**config.mk**
```make
export PLATFORM = sky130hd
export DESIGN_NAME = ram_pingpong_ctrl
export DESIGN_NICKNAME = d
export VERILOG_FILES = /design/src/rtl/ram_pingpong_pkg.sv /design/src/rtl/ram_drain_fsm.sv /design/src/rtl/ram_pingpong_ctrl.sv
export SDC_FILE = /design/constraint.sdc
export NUM_CORES = 1
export LEC_CHECK = 0
export ABC_AREA = 1
export CORE_MARGIN = 2
export CORE_UTILIZATION = 45
export DETAILED_ROUTE_END_ITERATION = 16
export GPL_TIMING_DRIVEN = 0
export PLACE_DENSITY = 0.71
export SETUP_SLACK_MARGIN = 0.02
export SYNTH_ARGS = -nofsm -noshare
export SYNTH_HDL_FRONTEND = slang
export SYNTH_SLANG_ARGS = --single-unit
```
**constraint.sdc**
```tcl
create_clock -name clk -period 2.4 [get_ports clk]
set_input_delay 0.48 -clock clk [delete_from_list [all_inputs] [get_ports clk]]
set_output_delay 0.48 -clock clk [all_outputs]
set_load 0.005 [all_outputs]
```
**src/rtl/ram_pingpong_pkg.sv**
```systemverilog
// Shared types for the ping-pong bank controller.
// Bank lifecycle and drain states.
package ram_pingpong_pkg;

    typedef enum logic [1:0] {
        BANK_EMPTY = 2'd0,
        BANK_FULL  = 2'd1,
        BANK_DRAIN = 2'd2
    } bank_state_t;

    typedef enum logic {
        RD_IDLE  = 1'b0,
        RD_DRAIN = 1'b1
    } rd_state_t;

    localparam logic BANK1 = 1'b0;
    localparam logic BANK2 = 1'b1;

endpackage

```
**src/rtl/ram_drain_fsm.sv**
```systemverilog
// Drain side of the ping-pong controller: walks the closed bank
// with a valid/ready handshake, alternating banks in close order.
module ram_drain_fsm
    import ram_pingpong_pkg::*;
#(
    parameter int ADDR_W = 4
) (
    input  logic              clk,
    input  logic              rst_n,
    input  logic [1:0]        full_i,
    input  logic [ADDR_W:0]   len0_i,
    input  logic [ADDR_W:0]   len1_i,
    input  logic              rd_ready_i,
    output logic              take_o,
    output logic              free_o,
    output logic              rd_bank_o,
    output logic              rd_valid_o,
    output logic              rd_last_o,
    output logic              ram_rd_sel_o,
    output logic [ADDR_W-1:0] ram_rd_addr_o
);

    rd_state_t         state_q, state_d;
    logic              rd_bank_q, rd_bank_d;
    logic [ADDR_W-1:0] rd_addr_q, rd_addr_d;
    logic [ADDR_W:0]   cur_len;
    logic              is_last;

    assign cur_len = rd_bank_q ? len1_i : len0_i;
    assign is_last = ({1'b0, rd_addr_q} == cur_len - (ADDR_W+1)'(1));

    always_comb begin
        state_d    = state_q;
        rd_bank_d  = rd_bank_q;
        rd_addr_d  = rd_addr_q;
        take_o     = 1'b0;
        free_o     = 1'b0;
        rd_valid_o = 1'b0;
        rd_last_o  = 1'b0;
        unique case (state_q)
            RD_IDLE: begin
                if (full_i[rd_bank_q]) begin
                    take_o    = 1'b1;
                    state_d   = RD_DRAIN;
                    rd_addr_d = '0;
                end
            end
            RD_DRAIN: begin
                rd_valid_o = 1'b1;
                rd_last_o  = is_last;
                if (rd_ready_i) begin
                    if (is_last) begin
                        // last word hands the bank back and flips to its twin
                        free_o    = 1'b1;
                        state_d   = RD_IDLE;
                        rd_bank_d = ~rd_bank_q;
                        rd_addr_d = '0;
                    end else begin
                        rd_addr_d = rd_addr_q + ADDR_W'(1);
                    end
                end
            end
            default: state_d = RD_IDLE;
        endcase
    end

    always_ff @(posedge clk) begin
        if (!rst_n) begin
            state_q   <= RD_IDLE;
            rd_bank_q <= BANK1;
            rd_addr_q <= '0;
        end else begin
            state_q   <= state_d;
            rd_bank_q <= rd_bank_d;
            rd_addr_q <= rd_addr_d;
        end
    end

    assign rd_bank_o     = rd_bank_q;
    assign ram_rd_sel_o  = rd_valid_o & rd_bank_q;
    assign ram_rd_addr_o = rd_addr_q;

endmodule

```
**src/rtl/ram_pingpong_ctrl.sv**
```systemverilog
// Ping-pong write steering for two RAM banks with a drain port.
// Define RAM_SEL_REG_EN to register the RAM write-side outputs.
module ram_pingpong_ctrl
    import ram_pingpong_pkg::*;
#(
    parameter int ADDR_W = 4,
    parameter int DATA_W = 8
) (
    input  logic              clk,
    input  logic              rst_n,
    input  logic              write_strobe,
    input  logic [DATA_W-1:0] wr_data,
    input  logic              flush,
    output logic              wr_ready,
    output logic              ram_sel_1,
    output logic              ram_sel_2,
    output logic [ADDR_W-1:0] ram_wr_addr,
    output logic [DATA_W-1:0] ram_wr_data,
    output logic              ram_rd_sel,
    output logic [ADDR_W-1:0] ram_rd_addr,
    output logic              rd_valid,
    input  logic              rd_ready,
    output logic              rd_last,
    output logic [1:0]        bank_full,
    output logic              overflow
);

    localparam int DEPTH = 2**ADDR_W;

    bank_state_t       state_q [2];
    bank_state_t       state_d [2];
    logic [ADDR_W:0]   len_q   [2];
    logic [ADDR_W:0]   len_d   [2];
    logic              wr_bank_q, wr_bank_d;
    logic [ADDR_W-1:0] wr_cnt_q, wr_cnt_d;
    logic              overflow_q, overflow_d;

    logic              accept, at_top, close;
    logic [ADDR_W:0]   close_len;
    logic              take, free, rd_bank;
    logic              sel1_c, sel2_c;

    assign wr_ready  = (state_q[wr_bank_q] == BANK_EMPTY);
    assign accept    = write_strobe & wr_ready;
    assign at_top    = (wr_cnt_q == ADDR_W'(DEPTH-1));
    assign close     = (accept & at_top) |
                       (flush & wr_ready & (accept | (wr_cnt_q != '0)));
    assign close_len = {1'b0, wr_cnt_q} + {{ADDR_W{1'b0}}, accept};

    always_comb begin
        for (int b = 0; b < 2; b++) begin
            state_d[b] = state_q[b];
            len_d[b]   = len_q[b];
        end
        wr_bank_d  = wr_bank_q;
        wr_cnt_d   = wr_cnt_q;
        overflow_d = overflow_q | (write_strobe & ~wr_ready);
        if (close) begin
            state_d[wr_bank_q] = BANK_FULL;
            len_d[wr_bank_q]   = close_len;
            wr_bank_d          = ~wr_bank_q;
            wr_cnt_d           = '0;
        end else if (accept) begin
            wr_cnt_d = wr_cnt_q + ADDR_W'(1);
        end
        // take/free only touch FULL/DRAIN banks, never the one being closed
        if (take) state_d[rd_bank] = BANK_DRAIN;
        if (free) state_d[rd_bank] = BANK_EMPTY;
    end

    always_ff @(posedge clk) begin
        if (!rst_n) begin
            for (int b = 0; b < 2; b++) begin
                state_q[b] <= BANK_EMPTY;
                len_q[b]   <= '0;
            end
            wr_bank_q  <= BANK1;
            wr_cnt_q   <= '0;
            overflow_q <= 1'b0;
        end else begin
            for (int b = 0; b < 2; b++) begin
                state_q[b] <= state_d[b];
                len_q[b]   <= len_d[b];
            end
            wr_bank_q  <= wr_bank_d;
            wr_cnt_q   <= wr_cnt_d;
            overflow_q <= overflow_d;
        end
    end

    assign overflow  = overflow_q;
    assign bank_full = {state_q[1] != BANK_EMPTY, state_q[0] != BANK_EMPTY};
    assign sel1_c    = accept & (wr_bank_q == BANK1);
    assign sel2_c    = accept & (wr_bank_q == BANK2);

`ifdef RAM_SEL_REG_EN
    logic              sel1_q, sel2_q;
    logic [ADDR_W-1:0] waddr_q;
    logic [DATA_W-1:0] wdata_q;

    always_ff @(posedge clk) begin
        if (!rst_n) begin
            sel1_q  <= 1'b0;
            sel2_q  <= 1'b0;
            waddr_q <= '0;
            wdata_q <= '0;
        end else begin
            sel1_q  <= sel1_c;
            sel2_q  <= sel2_c;
            waddr_q <= wr_cnt_q;
            wdata_q <= wr_data;
        end
    end

    assign ram_sel_1   = sel1_q;
    assign ram_sel_2   = sel2_q;
    assign ram_wr_addr = waddr_q;
    assign ram_wr_data = wdata_q;
`else
    assign ram_sel_1   = sel1_c;
    assign ram_sel_2   = sel2_c;
    assign ram_wr_addr = wr_cnt_q;
    assign ram_wr_data = wr_data;
`endif

    ram_drain_fsm #(
        .ADDR_W (ADDR_W)
    ) u_drain (
        .clk           (clk),
        .rst_n         (rst_n),
        .full_i        ({state_q[1] == BANK_FULL, state_q[0] == BANK_FULL}),
        .len0_i        (len_q[0]),
        .len1_i        (len_q[1]),
        .rd_ready_i    (rd_ready),
        .take_o        (take),
        .free_o        (free),
        .rd_bank_o     (rd_bank),
        .rd_valid_o    (rd_valid),
        .rd_last_o     (rd_last),
        .ram_rd_sel_o  (ram_rd_sel),
        .ram_rd_addr_o (ram_rd_addr)
    );

endmodule

```
======== Yosys cells after proc, flatten, opt, wreduce, memory -nomap -nowiden ========
Memories as Yosys holds them, arrays and structs flattened. A register that Yosys moved wholly into a read port is not among the register bits.
Cells that the tools add are included.
storage, ports and cells
  register bits ........................... 12
  latch bits .............................. 0
  memory bits (writable) .................. 14
  ROM bits ................................ 0
  bits of input ports ..................... 13
  output and inout bits ................... 25
  logic and storage cells ................. 98
  memories kept ........................... 2
memory list
  name     words  bits a word  rd ports  clocked after memory_dff  write ports  RTL line                 source
  len_q    2      5            2         0                         2            ram_pingpong_ctrl.sv:32  logic [ADDR_W:0] len_q [2];
  state_q  2      2            3         1                         2            ram_pingpong_ctrl.sv:30  bank_state_t state_q [2];
operators by class
  add/sub/neg operators ................... 4
  multipliers ............................. 0
  div/mod/pow operators ................... 0
  $lt $le $gt $ge ......................... 5
  eq/ne operators ......................... 6
  shift-type cells ........................ 0
  mux-type cells .......................... 36
  bitwise operators ....................... 30
  reduce and logical (&&, ||, !) cells .... 9
operators with widths
  kind                                                        count
  two-way mux 4 bit                                           6
  two-way mux 5 bit                                           4
  two-way mux 1 bit                                           15
  bitwise mux 10 bit                                          1
  two-way mux 10 bit                                          1
  adder 4 x 1 -> 4 bit, second input constant                 2
  AND 1 bit                                                   8
  two-way mux 2 bit                                           4
  one-hot mux 4 bit (2 select lines)                          1
  bitwise OR 1 bit                                            7
  adder 4 x 1 -> 5 bit                                        1
  demux 5 bit (select 1 bit)                                  1
  equality test 4 x 5 -> 1 bit                                1
  NOT 1 bit                                                   5
  subtractor 5 x 1 -> 5 bit, second input constant            1
  AND 2 bit                                                   2
  AND 4 bit                                                   1
  demux 2 bit (select 1 bit)                                  2
  equality test 2 x 1 -> 1 bit, second input constant         2
  equality test 4 bit, second input constant                  1
  >= comparator 2 bit, second input constant                  2
  less-than comparator 2 x 1 -> 1 bit, second input constant  2
  NOT 1 -> 2 bit                                              2
  NOT 2 bit                                                   2
  other kinds (13)                                            16

======== Logic depth before layout (Yosys ltp) ========
Gate-level depths: netlist of run 1.
  depth after elaboration ................. 13
  mapped depth ............................ 13
  depth with buffers taken out ............ 13

======== Cells and area by module ========
From an unflattened synthesis of run 1, not the netlist that was laid out.
unflattened totals
  cell total of the unflattened synthesis .. 258
  area, all modules ....................... 1759.2 sq um
by module, submodules not included
  module             times used  cells each  area each (sq um)  seq. area each (sq um)
  ram_pingpong_ctrl  1           154         1121.1             420.4
  ram_drain_fsm      1           104         638.1              120.1

======== Least setup slack after synthesis of run 1 ========
Ideal clock, no wire load.
  kind .................................... register to output
  start ................................... register u_drain.rd_bank_q (netlist: u_drain.rd_bank_o)
  end ..................................... output port rd_last
  arrival ................................. 1559 ps
  required time ........................... 1920 ps
  slack ................................... 361 ps
  cell stages (with the launch flop) ...... 12
  cells stage by stage .................... dfxtp_1 -> buf_6 -> nand2_2 -> nand2_4 -> ha_1 -> xor2_1 -> nand2_1 -> nor2_1 -> nand2_1 -> nor2_4 -> nand2_2 -> nor2_1
on the way
  word-level cells in the longest chain between the ends .. 4
ends and longest elaborated chain
  item                          RTL line                 source
  start, declared               ram_drain_fsm.sv:24      logic rd_bank_q, rd_bank_d;
  start signal, assigned        ram_drain_fsm.sv:74      rd_bank_q <= rd_bank_d;
  two-way mux 5 bit             ram_drain_fsm.sv:29      assign cur_len = rd_bank_q ? len1_i : len0_i;
  subtractor 5 x 1 -> 5 bit     ram_drain_fsm.sv:30      assign is_last = ({1'b0, rd_addr_q} == cur_len - (ADDR_W+1)'(1));
  equality test 4 x 5 -> 1 bit  ram_drain_fsm.sv:30
  two-way mux 1 bit             ram_drain_fsm.sv:40      unique case (state_q)
  end, declared                 ram_pingpong_ctrl.sv:23  output logic rd_last,
Every way passes these cells.

======== Worst setup path after layout of run 1 ========
Ends and elaborated chain as after synthesis.

==> flow_metrics.env, run 1 <==
export IMPL_status="complete, but fails checks"
export IMPL_violations="setup timing"
export IMPL_synthAdderAreaFrac_pct=6.23
export IMPL_route_antenna_remaining_nets=0
export IMPL_synthTopCellsByCount="nand2_1, inv_1, dfxtp_1"
export IMPL_drive_above_1_share_pct=15.1
export IMPL_r2r_start="u_drain.rd_bank_o"
export IMPL_drt_iter0_drc=21
export IMPL_worstSetupStartpointType="flop"
export IMPL_max_cap_viol_count=0
export IMPL_busiest_layer="met2"
export IMPL_numClockSinks=27
export IMPL_synth_top_area_cell="dfxtp_1"
export IMPL_async_flop_share_pct=0
export IMPL_avgSynthCellArea_um2=6.90
export IMPL_maxSlewViolCount=0
export IMPL_r2r_cells=13
export IMPL_initial_core_util_pct=47.4
export IMPL_synth_compound_area_share_pct=12.5
export IMPL_ys_ff_latch=27
export IMPL_clk_pin_slew_worst_paths_ns=0.15
export IMPL_synth_edf_count=0
export IMPL_hpwl_mm=2.41
export IMPL_ys_flop_type="dfxtp_1"
export IMPL_crit_required_ns=1.92
export IMPL_viasPerCell=4.71
export IMPL_yosysMostFrequentCell="nand2_1"
export IMPL_vias=1492
export IMPL_min_path_cells=2
export IMPL_grtUsageTotal_pct=16.7
export IMPL_ir_worst_vdd_v=0.000278
export IMPL_die_y_um=63.8
export IMPL_finalSetupTns_ns=-0.0446
export IMPL_yosysWarningCount=0
export IMPL_end_kind="output pin"
export IMPL_drt_first_pass_iters=4
export IMPL_worstHoldStart="len_q[0][0]"
export IMPL_fin_nets=293
export IMPL_r2r_end="state_q[1][1]"
export IMPL_yosys_area_top_type_share_pct=33.6
export IMPL_cts_root_buf="clkbuf_4"
export IMPL_antenna_cells=0
export IMPL_r2r_slack_ns=0.50
export IMPL_worstHoldPathType="reg2reg"
export IMPL_max_freq_mhz=409
export IMPL_fillCellCount=331
export IMPL_use_met3_pct=2.11
export IMPL_cts_hold_buf=0
export IMPL_antenna_found_initial=0
export IMPL_synthMuxAreaShare_pct=0
export IMPL_grt_overflow_total=0
export IMPL_cts_tree="built"
export IMPL_finalCritPeriodShare_pct=102
export IMPL_io_buffer_count=29
export IMPL_min_to="len_q[0][0]"
export IMPL_ios=38
export IMPL_synth_top_family_by_area="simple AND/OR/NAND/NOR gates"
export IMPL_design_area_um2=2060
export IMPL_num_rows=21
export IMPL_clock_latency_ns=0.33
export IMPL_die_x_um=63.8
export IMPL_finClkSkew_ns=0.00547
export IMPL_h_tree_depth=1
export IMPL_seq_area_frac_synth_pct=33.6
export IMPL_fin_cells=317
export IMPL_path_class="reg2out"
export IMPL_grt_util_met1_pct=23.1
export IMPL_period_needed_ns=2.44
export IMPL_cellLeakagePower_nw=0.969
export IMPL_drc=0
export IMPL_post_dp_cell_area_um2=1950
export IMPL_synth_distinct_cells=26
export IMPL_grt_util_met2_pct=27.0
export IMPL_rsz0062_at_grt="true"
export IMPL_grt_max_degree=16
export IMPL_final_hold_violation_count=0
export IMPL_worst_slew_pin_slew_ns=0.478
export IMPL_coreArea_um2=3390
export IMPL_grt_first_pass_wirelength_mm=5.53
export IMPL_dieArea_um2=4060
export IMPL_post_drt_wl_per_cell_um=10.2
export IMPL_p_total_mw=1.13
export IMPL_p_per_area_nw_per_um2=551
export IMPL_fin_ws_ns=-0.0446
export IMPL_gp_congestion=0.774
export IMPL_synth_area_um2=1610
export IMPL_area_delta_synth_final_pct=28.1
export IMPL_clock_path_buffers=2
export IMPL_wl_mm=3.23
export IMPL_dp_cells=308
export IMPL_relSlewSlack_pct=68.2
export IMPL_synth_simple_gate_area_share_pct=30.1
export IMPL_netlist_top_cells_area="dfxtp_1, nand2_1, inv_1, a21oi_1, ha_1"
export IMPL_synth_nets=254
export IMPL_worstPathArrival_ns=1.96
export IMPL_first_global_vias=1292
export IMPL_cts_buffers=3
export IMPL_setup_viol=1
export IMPL_crit_fanout=3
export IMPL_syn_inst=233
export IMPL_synth_xor_area_share_pct=3.27
==> placed cells by master, fill, tap and decap left out, types with 2 or more instances in the layout <==
cell	instances
nand2_4	7
nand2_2	4
nor2_4	2
nand4_1	3
buf_4	13
clkbuf_1	2
dfxtp_1	26
xor2_1	5
ha_1	7
a21oi_1	21
clkbuf_4	3
clkdlybuf4s50_1	27
nor2_1	25
nor2_2	3
inv_1	39
nand3_1	13
nand2_1	43
o21ai_0	12
o21ai_1	2
==> how the worst max path moves through the flow <==
stage	to	slack [ns]	start
6_report	rd_last	-0.04	u_drain.rd_bank_o
5_1_grt	rd_last	-0.22	u_drain.rd_bank_o
4_1_cts	rd_last	-0.08	u_drain.rd_bank_o
3_5_place_dp	rd_last	-0.29	u_drain.rd_bank_o
3_3_place_gp	rd_last	-0.26	u_drain.rd_bank_o
2_1_floorplan	rd_last	0.36	u_drain.rd_bank_o
==> power breakdown <==
group / total (mW) / switching [mW] / internal [mW]
Combinational: 0.414 / 0.221 / 0.193
Sequential: 0.522 / 0.0314 / 0.490
Clock: 0.198 / 0.136 / 0.0626
==> registers in the layout (all words and copies together), names as in the netlist, named ones only <==
| name | flops |
|---|---|
| overflow | 1 |
| wr_bank_q | 1 |
| u_drain.ram_rd_addr_o | 4 |
| u_drain.state_q | 1 |
| len_q | 10 |
| ram_wr_addr | 4 |
| state_q | 4 |
| u_drain.rd_bank_o | 1 |
==> what timing repair did <==
action,4_1_cts,5_1_grt
endpoints found under the setup margin,3,2
gates resized for setup,14,1
pin swaps,11,0
setup buffers,5,0
==> critical path: stages, from the launching register on <==
cell	delay, ns
dfxtp_2	0.37
buf_6	0.13
nand2_4	0.06
nand2_4	0.06
ha_4	0.26
xor2_1	0.13
nand2_1	0.07
nor2_1	0.10
nand2_1	0.09
nor2_4	0.10
nand2_2	0.06
nor2_1	0.10
buf_2	0.11
==> routing by layer <==
layer	up-vias	wire [um]	share of wire (%)
met5	-	0	0
met4	0	36	1.1
met3	4	127	3.9
met2	31	1420	44
met1	654	1650	51
li1	803	-	-
==> cells by family (layout without fill, tap and decap cells) <==
| group | Yosys count | after routing |
|---|---|---|
| AOI/OAI and AO/OA | 38 | 38 |
| xor gates and xnor gates | 6 | 6 |
| adders and majority gates | 8 | 8 |
| buffers and inverters | 51 | 89 |
| DFF | 27 | 27 |
| and+or+nand+nor | 103 | 103 |
==> through the flow <==
step | hold slack [ns] | setup WS (ns) | utilization [%]
6_report | 0.491 | -0.0446 | 60.7
5_1_grt | 0.500 | -0.218 | 60.7
4_1_cts | 0.493 | -0.0766 | 60.6
3_5_place_dp | 0.455 | -0.292 | 57.7
3_3_place_gp | 0.456 | -0.255 | 57.7
2_1_floorplan | 0.434 | 0.361 | -
==> layout make-up <==
cell class,count,area [um^2],share of cell area [%]
Inverter,40,153,7.42
Multi-Input combinational cell,155,875,42.5
Clock inverter,1,5.00,0.243
Sequential cell,27,542,26.3
Tap cell,46,57.6,2.80
Clock buffer,3,22.5,1.09
Buffer,11,78.8,3.83
Timing Repair Buffer,34,325,15.8
Power figures use the tool's default switching activity.
==> run 2, diff against run 1 <==
==> constraint.sdc (replaced) <==
create_clock -name clk -period 3.01 [get_ports clk]
set_input_delay 0.602 -clock clk [delete_from_list [all_inputs] [get_ports clk]]
set_output_delay 0.602 -clock clk [all_outputs]
set_load 0.005 [all_outputs]
==> flow_metrics.env, run 2 (same netlist as run 1, synthesis figures left out) <==
export IMPL_status="completed"
export IMPL_worstSetupStartpointType="flop"
export IMPL_grt_overflow_total=0
export IMPL_path_class="reg2out"
export IMPL_r2r_start="u_drain.rd_bank_o"
export IMPL_finalCritPeriodShare_pct=92.9
export IMPL_numClockSinks=27
export IMPL_dp_cells=308
export IMPL_clk_pin_slew_worst_paths_ns=0.15
export IMPL_route_antenna_remaining_nets=0
export IMPL_post_drt_wl_per_cell_um=9.92
export IMPL_area_delta_synth_final_pct=23.8
export IMPL_worstHoldStart="len_q[0][0]"
export IMPL_r2r_end="state_q[1][1]"
export IMPL_clock_path_buffers=2
export IMPL_ios=38
export IMPL_worst_slew_pin_slew_ns=0.448
export IMPL_drt_first_pass_iters=4
export IMPL_layout_commonest_cell="nand2_1"
export IMPL_crit_required_ns=2.41
export IMPL_die_y_um=63.8
export IMPL_max_freq_mhz=358
export IMPL_cts_hold_buf=0
export IMPL_io_buffer_count=29
export IMPL_rsz0062_at_grt="false"
export IMPL_first_global_vias=1269
export IMPL_fin_cells=313
export IMPL_final_cell_mix="nand2_1, inv_1, clkdlybuf4s50_1"
export IMPL_maxSlewViolCount=0
export IMPL_m1WireLength_mm=1.61
export IMPL_route_met3_wl_um=116
export IMPL_wl_mm=3.11
export IMPL_grtUsageTotal_pct=16.2
export IMPL_drc=0
export IMPL_clock_latency_ns=0.33
export IMPL_finClkSkew_ns=0.00282
export IMPL_worstPathArrival_ns=2.19
export IMPL_design_area_um2=1990
export IMPL_min_to="len_q[0][0]"
export IMPL_fin_nets=289
export IMPL_vias=1460
export IMPL_end_kind="output pin"
export IMPL_cts_tree="built"
export IMPL_top_layer="met4"
export IMPL_fin_util_pct=58.7
export IMPL_antenna_cells=0
export IMPL_r2r_slack_ns=1.03
export IMPL_gp_congestion=0.774
export IMPL_max_cap_viol_count=0
export IMPL_dr_wl_met2_mm=1.35
export IMPL_r2r_cells=13
export IMPL_p_total_mw=0.881
export IMPL_hpwl_mm=2.41
export IMPL_timing_hold_ws_ns=0.474
export IMPL_antenna_found_initial=0
export IMPL_grt_first_pass_wirelength_mm=5.38
export IMPL_post_dp_cell_area_um2=1950
export IMPL_cellLeakagePower_nw=0.930
export IMPL_relSlewSlack_pct=70.1
export IMPL_period_needed_ns=2.80
export IMPL_grt_max_degree=16
export IMPL_h_tree_depth=1
export IMPL_setup_viol=0
export IMPL_die_x_um=63.8
export IMPL_crit_fanout=10
export IMPL_final_hold_violation_count=0
export IMPL_coreArea_um2=3390
export IMPL_dieArea_um2=4060
export IMPL_ir_worst_vdd_v=0.000223
export IMPL_viasPerCell=4.66
export IMPL_num_rows=21
export IMPL_finalSetupTns_ns=0
export IMPL_drive_above_1_share_pct=11.6
export IMPL_largest_register="len_q"
export IMPL_cts_root_buf="clkbuf_4"
export IMPL_cts_buffers=3
export IMPL_p_per_area_nw_per_um2=443
export IMPL_pre_cts_slack_ns=0.196
export IMPL_fin_ws_ns=0.213
export IMPL_drt_iter0_drc=34
export IMPL_min_path_cells=2
export IMPL_initial_core_util_pct=47.4
export IMPL_worstHoldPathType="reg2reg"
export IMPL_largest_register_ffs=10
run 2: cell type report:
type,instances,area [um^2]
fillers,339,1400
clock buffers,3,22.5
inverters,40,150
flip-flops and latches,27,542
multi-input cells,155,837
clock inverters,1,5.00
repair buffers,30,297
well taps,46,57.6
plain buffers,11,78.8
run 2: worst max path at each step:
stage	cells after the start	slack [ns]	to	startpoint
5_1_grt	12	0.02	rd_last	u_drain.rd_bank_o
6_report	12	0.21	rd_last	u_drain.rd_bank_o
3_3_place_gp	12	0.23	rd_last	u_drain.rd_bank_o
4_1_cts	12	0.18	rd_last	u_drain.rd_bank_o
2_1_floorplan	11	0.85	rd_last	u_drain.rd_bank_o
3_5_place_dp	12	0.20	rd_last	u_drain.rd_bank_o
run 2: worst max-delay path, stage by stage, from the launching register on:
cell           delay [ns]
dfxtp_2              0.37
buf_6                0.14
nand2_1              0.08
nand2_1              0.08
ha_1                 0.30
xor2_1               0.14
nand2_1              0.07
nor2_1               0.08
nand2_1              0.09
nor2_4               0.10
nand2_2              0.09
nor2_1               0.10
dlygate4sd2_1        0.23
run 2: report_power, final:
| part | switching, mW | internal, mW |
|---|---|---|
| sequential | 0.0252 | 0.391 |
| combinational | 0.168 | 0.139 |
| clock | 0.109 | 0.0499 |
| total | 0.302 | 0.579 |
run 2: repair_timing:
item                       in CTS  in global routing
setup buffers                   1                  0
hold endpoints to repair        0                  0
setup endpoints to repair       1                  0
gates resized for setup         2                  0
run 2: per-layer routing:
metal / track usage, % / vias up
met5: 0 / -
met4: 5.71 / 0
met3: 2.11 / 4
met2: 25.8 / 26
met1: 22.5 / 638
li1: - / 792
==> run 3, diff against run 2 <==
--- a/config.mk
+++ b/config.mk
@@ -7,11 +7,12 @@
 export LEC_CHECK = 0
 export ABC_AREA = 1
 export CORE_MARGIN = 2
-export CORE_UTILIZATION = 45
+export CORE_UTILIZATION = 53
 export DETAILED_ROUTE_END_ITERATION = 16
 export GPL_TIMING_DRIVEN = 0
-export PLACE_DENSITY = 0.71
+export PLACE_DENSITY = 0.82
 export SETUP_SLACK_MARGIN = 0.02
+export SLEW_MARGIN = 10
 export SYNTH_ARGS = -nofsm -noshare
 export SYNTH_HDL_FRONTEND = slang
 export SYNTH_SLANG_ARGS = --single-unit
==> flow_metrics.env, run 3 (same netlist as run 1, synthesis figures left out) <==
export IMPL_first_global_vias=1272
export IMPL_finalCritPeriodShare_pct=92.2
export IMPL_cellLeakagePower_nw=0.928
export IMPL_setup_viol=0
export IMPL_drt_iter0_drc=58
export IMPL_hpwl_mm=2.46
export IMPL_grt_overflow_total=0
export IMPL_die_x_um=59.1
export IMPL_finClkSkew_ns=0.00757
export IMPL_grtUsageTotal_pct=19.8
export IMPL_cts_tree="built"
export IMPL_timing_hold_ws_ns=0.476
export IMPL_wl_mm=3.13
export IMPL_antenna_found_initial=0
export IMPL_period_needed_ns=2.77
export IMPL_cts_buffers=3
export IMPL_drt_first_pass_iters=4
export IMPL_cts_root_buf="clkbuf_4"
export IMPL_p_total_mw=0.885
export IMPL_fin_ws_ns=0.235
export IMPL_fin_cells=298
export IMPL_clk_pin_slew_worst_paths_ns=0.15
export IMPL_grt_first_pass_wirelength_mm=5.39
export IMPL_dieArea_um2=3490
export IMPL_worstHoldPathType="reg2reg"
export IMPL_numClockSinks=27
export IMPL_viasPerCell=4.99
export IMPL_io_buffer_count=29
export IMPL_vias=1488
export IMPL_fin_nets=289
export IMPL_grt_max_degree=15
export IMPL_coreArea_um2=2830
export IMPL_rsz0062_at_grt="false"
export IMPL_relSlewSlack_pct=69.3
export IMPL_largest_register_ffs=10
export IMPL_max_cap_viol_count=0
export IMPL_dp_cells=293
export IMPL_worst_slew_pin_slew_ns=0.461
export IMPL_clock_latency_ns=0.33
export IMPL_worstSetupStartpointType="flop"
export IMPL_final_cell_mix="nand2_1, inv_1, clkdlybuf4s50_1"
export IMPL_status="completed"
export IMPL_crit_required_ns=2.41
export IMPL_crit_fanout=10
export IMPL_initial_core_util_pct=56.8
export IMPL_worstPathArrival_ns=2.17
export IMPL_final_hold_violation_count=0
export IMPL_pre_cts_slack_ns=0.217
export IMPL_ir_worst_vdd_v=0.000405
export IMPL_gp_congestion=0.799
export IMPL_maxSlewViolCount=0
export IMPL_drc=0
export IMPL_clock_path_buffers=2
export IMPL_route_antenna_remaining_nets=0
export IMPL_crit_chain="buf_6, nand2_1, nand2_1, ha_1, xor2_1, nand2_1, nor2_1, nand2_1, nor2_4, nand2_2, nor2_1, dlygate4sd2_1"
export IMPL_ios=38
export IMPL_crit_path_max_incr_delay_ns=0.36
export IMPL_path_common_cell="nand2_1"
export IMPL_finalSetupTns_ns=0
export IMPL_design_area_um2=1970
export IMPL_crit_slowest_cell="dfxtp_2"
export IMPL_die_y_um=59.1
export IMPL_num_rows=19
export IMPL_drive_above_1_share_pct=11.2
export IMPL_antenna_cells=0
export IMPL_layout_commonest_cell="nand2_1"
export IMPL_max_freq_mhz=360
export IMPL_area_delta_synth_final_pct=22.6
export IMPL_cts_hold_buf=0
export IMPL_h_tree_depth=1
export IMPL_end_kind="output pin"
export IMPL_path_class="reg2out"
export IMPL_fillCellCount=257
export IMPL_post_drt_wl_per_cell_um=10.5
export IMPL_p_per_area_nw_per_um2=450
export IMPL_largest_register="len_q"
export IMPL_post_dp_cell_area_um2=1940
export IMPL_fin_util_pct=69.6
-- run 3: cell types whose count changed in the layout (fill, tap and decap cells not counted), sizes merged --
cell,delta
clkbuf,+1
clkinv,-1
-- run 3: final cells by class --
type                    instances  area, um^2  share of cell area (%)
well taps                      31        38.8                    1.97
flip-flops and latches         27         542                    27.5
plain buffers                  11        78.8                    4.00
repair buffers                 30         297                    15.1
clock buffers                   4        26.3                    1.33
multi-input cells             155         837                    42.5
inverters                      40         150                    7.62
-- run 3: report_power, final --
group / switching [mW] / internal [mW]
registers: 0.0250 / 0.391
logic: 0.170 / 0.138
clock network: 0.109 / 0.0519
-- run 3: routing by layer --
metal | track usage [%] | routed length (um) | vias to the layer above
met5 | 0 | 0 | -
met4 | 7.47 | 24 | 0
met3 | 2.62 | 155 | 2
met2 | 30.8 | 1420 | 33
met1 | 28.0 | 1530 | 662
li1 | - | - | 791
-- run 3: worst paths after layout --
check               startpoint             to  depth (start not counted)  slack [ns]
max          u_drain.rd_bank_o        rd_last                         12        0.24
min                len_q[0][0]    len_q[0][0]                          2        0.48
max reg2reg  u_drain.rd_bank_o  state_q[1][1]                         13        1.06
min reg2reg        len_q[0][0]    len_q[0][0]                          2        0.48
-- run 3: timing repair --
item | 4_1_cts | 5_1_grt
setup buffers | 1 | 0
gates resized for setup | 2 | 0
setup endpoints to repair | 1 | 0
-- run 3: critical path, delay by kind of cell, from the launching register on --
family | cells | cell delay, ns
adders and majority gates | 1 | 0.30
and+or+nand+nor | 8 | 0.68
DFF | 1 | 0.36
buffers and inverters | 2 | 0.38
xor gates and xnor gates | 1 | 0.14
==> patch 1 (settings of run 1) <==
`ADDR_W` is set to 4 in 2 places; all go to 3.
--- a/src/rtl/ram_drain_fsm.sv
+++ b/src/rtl/ram_drain_fsm.sv
@@ -3,7 +3,7 @@
 module ram_drain_fsm
     import ram_pingpong_pkg::*;
 #(
-    parameter int ADDR_W = 4
+    parameter int ADDR_W = 3
 ) (
     input  logic              clk,
     input  logic              rst_n,
--- a/src/rtl/ram_pingpong_ctrl.sv
+++ b/src/rtl/ram_pingpong_ctrl.sv
@@ -3,7 +3,7 @@
 module ram_pingpong_ctrl
     import ram_pingpong_pkg::*;
 #(
-    parameter int ADDR_W = 4,
+    parameter int ADDR_W = 3,
     parameter int DATA_W = 8
 ) (
     input  logic              clk,
Ports: changed (resized ram_rd_addr and ram_wr_addr); port bits go from 38 to 36. No check against the original RTL was run, so the function may have changed too.
==> patch 1 against run 1 <==
- wire length shrank 12%
- synthesized area fell by 13%
- final area decreased by 12%
- register-to-register slack better by 30 ps
- first-iteration DRC count up 140%
- total power increased by 6.2%
- sequential cell count fell by 4
- via count down 13%
- sequential share of layout area is 0.96 points lower
- worst setup slack better by 110 ps
- maximum frequency rose by 4.6%
- worst hold slack worse by 3.8 ps
- critical path depth is 1 lower
- highest routed layer unchanged
==> patch 1: results (changes against run 1) <==
synth_xor_area_share_pct: 1.254  # -2.0 points
p_leak_nw: 0.9055  # -6.6%
drt-initial-drc-count: 50  # +140%
vdd_drop_max_uv: 493.1  # +77%
r2r-start: "u_drain.rd_bank_o$_SDFFE_PN0N_"
gp_congestion: 0.7784  # +0.58%
hpwlAfterDp_um: 2084  # -14%
port_buffers: 27  # -6.9%
yosys.cell_types.count: 25  # -3.8%
clk_pin_slew_ps: 130  # -20 ps
hp-start: "len_q[0][5]$_SDFFE_PN0P_"
r2r_setup_slack_ps: 530  # +30 ps
grt_first_pass_wirelength_um: 4816  # -13%
seq_area_frac_synth_pct: 32.97  # -0.67 points
critPathArrivalTime_ps: 1860  # -100 ps
synthTopCellsByCount: "nand2_1, inv_1, dfxtp_1"
finClkSkew_ps: 4.575  # -0.8963 ps
fill_cells: 291  # -12%
grt_max_degree: 13  # -3
min_to: "len_q[0][5]$_SDFFE_PN0P_"
grtUsageTotal_pct: 17.27  # +0.55 points
via_per_inst: 4.736  # +0.63%
drt-wirelength-per-cell_um: 10.46  # +2.7%
first_global_vias: 1153  # -11%
finalNetCount: 263  # -10%
dpl_cell_area_um2: 1708  # -13%
status: "finished clean"
syn_nets: 225  # -11%
slew_headroom_pct: 72.89  # +4.7 points
[patch 1: changes by cell type after synthesis, sizes merged, moves of 2 or more]
cell | run 1 | this run
o21ai | 14 | 16
a21oi | 21 | 13
nand3 | 14 | 10
nand2 | 54 | 45
xor2 | 5 | 2
dfxtp | 27 | 23
nor2 | 30 | 27
[patch 1: worst max path at each step]
| stage | start | endpoint | slack, ps |
|---|---|---|---|
| finish | u_drain.rd_bank_o$_SDFFE_PN0N_ | rd_last | 60 |
| global route | u_drain.rd_bank_o$_SDFFE_PN0N_ | rd_last | -50 |
| CTS | write_strobe | ram_sel_1 | 30 |
| detailed placement | u_drain.rd_bank_o$_SDFFE_PN0N_ | rd_last | -180 |
| global placement | u_drain.rd_bank_o$_SDFFE_PN0N_ | rd_last | -190 |
| floorplan | u_drain.rd_bank_o$_SDFFE_PN0N_ | rd_last | 430 |
[patch 1: per-layer routing]
layer  track usage (%)  part of all wire, %  up-vias  wire length (um)
met3             3.896                  5.8        2               166
li1                  -                    -      694                 -
met2             28.57                   46       35              1307
met4             2.857                 0.60        0                17
met1             23.30                   48      562              1364
met5                 0                    0        -                 0
[patch 1: cell families after synthesis]
group | Yosys count
xor gates and xnor gates | 2
adders and majority gates | 9
AOI/OAI and AO/OA | 33
and+or+nand+nor | 86
buffers and inverters | 50
DFF | 23
[patch 1: through the flow]
step                 power, W  utilization, %  hold slack (ps)  cells  setup WS (ps)
finish               0.001204           60.62            487.2    273          63.53
global route         0.001310           60.62            515.0    273         -51.96
CTS                  0.001203           59.88            478.5    271          29.82
detailed placement  0.0009825           56.88            458.0    263         -179.1
global placement    0.0009743           56.88            454.9    263         -189.8
floorplan           0.0008167               -            434.2    203          427.7
[patch 1: report_power, final]
group | switching [W] | internal (W)
Clock | 0.000123 | 0.0000650
Combinational | 0.000284 | 0.000247
Sequential | 0.0000455 | 0.000440
[patch 1: repair_timing]
action	4_1_cts	5_1_grt
buffers inserted	4	2
endpoints found under the setup margin	3	3
resized for setup	12	4
hold buffers	0	0
pin swaps	4	5
[patch 1: area by class of cell]
cell class	instances	share of cell area, %
Tap cell	33	2.268
Sequential cell	23	25.36
Inverter	40	8.385
Clock buffer	4	1.443
Multi-Input combinational cell	130	41.24
Buffer	10	4.124
Timing Repair Buffer	33	17.18
[patch 1: tightest hold or removal path, stage by stage (launching register included)]
cell	delay, ps
dfxtp_1	320
inv_1	70
a21oi_1	70
==> patch 2 (config.mk and constraints of run 1) <==
Made on the original files. Register the output `overflow` once more, with the module's reset; this adds one clock of latency there. The other outputs are not delayed to match.
--- a/src/rtl/ram_pingpong_ctrl.sv
+++ b/src/rtl/ram_pingpong_ctrl.sv
@@ -88,7 +88,13 @@
         end
     end
 
-    assign overflow  = overflow_q;
+    always_ff @(posedge clk) begin
+        if (!rst_n) begin
+            overflow <= '0;
+        end else begin
+            overflow <= overflow_q;
+        end
+    end
     assign bank_full = {state_q[1] != BANK_EMPTY, state_q[0] != BANK_EMPTY};
     assign sel1_c    = accept & (wr_bank_q == BANK1);
     assign sel2_c    = accept & (wr_bank_q == BANK2);
Behaviour: not the same (Yosys sat finds a counterexample within 4 cycles, from zero or initial values and one cycle with rst_n low).
==> patch 2 against run 1 <==
- synthesized area grew 3.0%
- final area grew 5.6%
- wire length up 2.6%
- sequential cell count rose by 1
- sequential share of layout area fell by 0.36 points
- worst setup slack better by 120 ps
- total power up 37%
- count of clock-buffer cells in the layout stayed put
- utilization shrank 0.45 points
==> patch 2: results (changes against run 1) <==
status: "finished clean"
met3_usage_pct: 2.604  # +0.49 points
gp_congestion: 0.8057  # +4.1%
finClkSkew_ps: 3.602  # -1.869 ps
multi_input_cells: 151  # -2.6%
grt_first_pass_wirelength_um: 5720  # +3.5%
drt-wirelength-per-cell_um: 10.25  # +0.73%
vias: 1531  # +2.6%
critPathArrivalTime_ps: 1850  # -110 ps
cell_internal_pwr_w: 0.001024  # +37%
use_met1_pct: 20.41  # -2.7 points
buffers: 47  # +4.4%
crit_slowest_cell: "dfxtp_4"
worst_pin_slew_ps: 524.9  # +47.38 ps
cts_resized: 12  # -2
finalNetCount: 297  # +1.4%
worst_slack_ps: 73.85  # +118.4 ps
synthTopCellsByCount: "nand2_1, inv_1, dfxtp_1"
p_leak_nw: 0.9954  # +2.7%
min_to: "overflow$_SDFF_PN0_"
place_worst_setup_slack_ps: -280.9  # +11.47 ps
routed_wl_um: 3312  # +2.6%
yosys-top-cells-area: "dfxtp_1, nand2_1, inv_1, a21oi_1, ha_1"
grtUsageMet2_pct: 31.12  # +4.1 points
first_global_vias: 1395  # +8.0%
syn_nets: 256  # +0.79%
nNonClkInverters: 45  # +13%
cts_setup_buffers: 7  # +2
worstSkewPairLatency_ps: 280  # -50 ps
critPathMaxFanout: 4  # +1
hpwlAfterDp_um: 2461  # +2.0%
fill_cells: 346  # +4.5%
grt_max_degree: 17  # +1
patch 2: changes by cell type after synthesis, sizes merged, moves of 2 or more:
cell / change
nor2: -11
o21ai: +2
clkinv: +2
a21oi: +2
nand3: +4
inv: +3
patch 2: layer usage:
layer | up-vias | share of wire [%] | routed length [um]
li1 | 812 | - | -
met1 | 671 | 46 | 1513
met2 | 41 | 47 | 1566
met3 | 7 | 5.1 | 170
met4 | 0 | 1.8 | 61
met5 | - | 0 | 0
patch 2: cells by family (layout without fill, tap and decap cells):
kind of cell / after synthesis / after routing / synth area share (%)
flops: 28 / 28 / 33.86
compound gates: 41 / 41 / 13.83
simple gates: 96 / 96 / 27.97
xor+xnor: 6 / 6 / 3.175
fa+ha+maj: 8 / 8 / 6.047
buf+inv: 56 / 96 / 15.12
patch 2: through the flow:
stage	hold slack (ps)	area, um^2
after detailed placement	428.2	2006
after CTS	454.4	2156
after global placement	423.3	2006
after global routing	499.1	2173
after floorplan	403.9	1655
final	449.8	2173
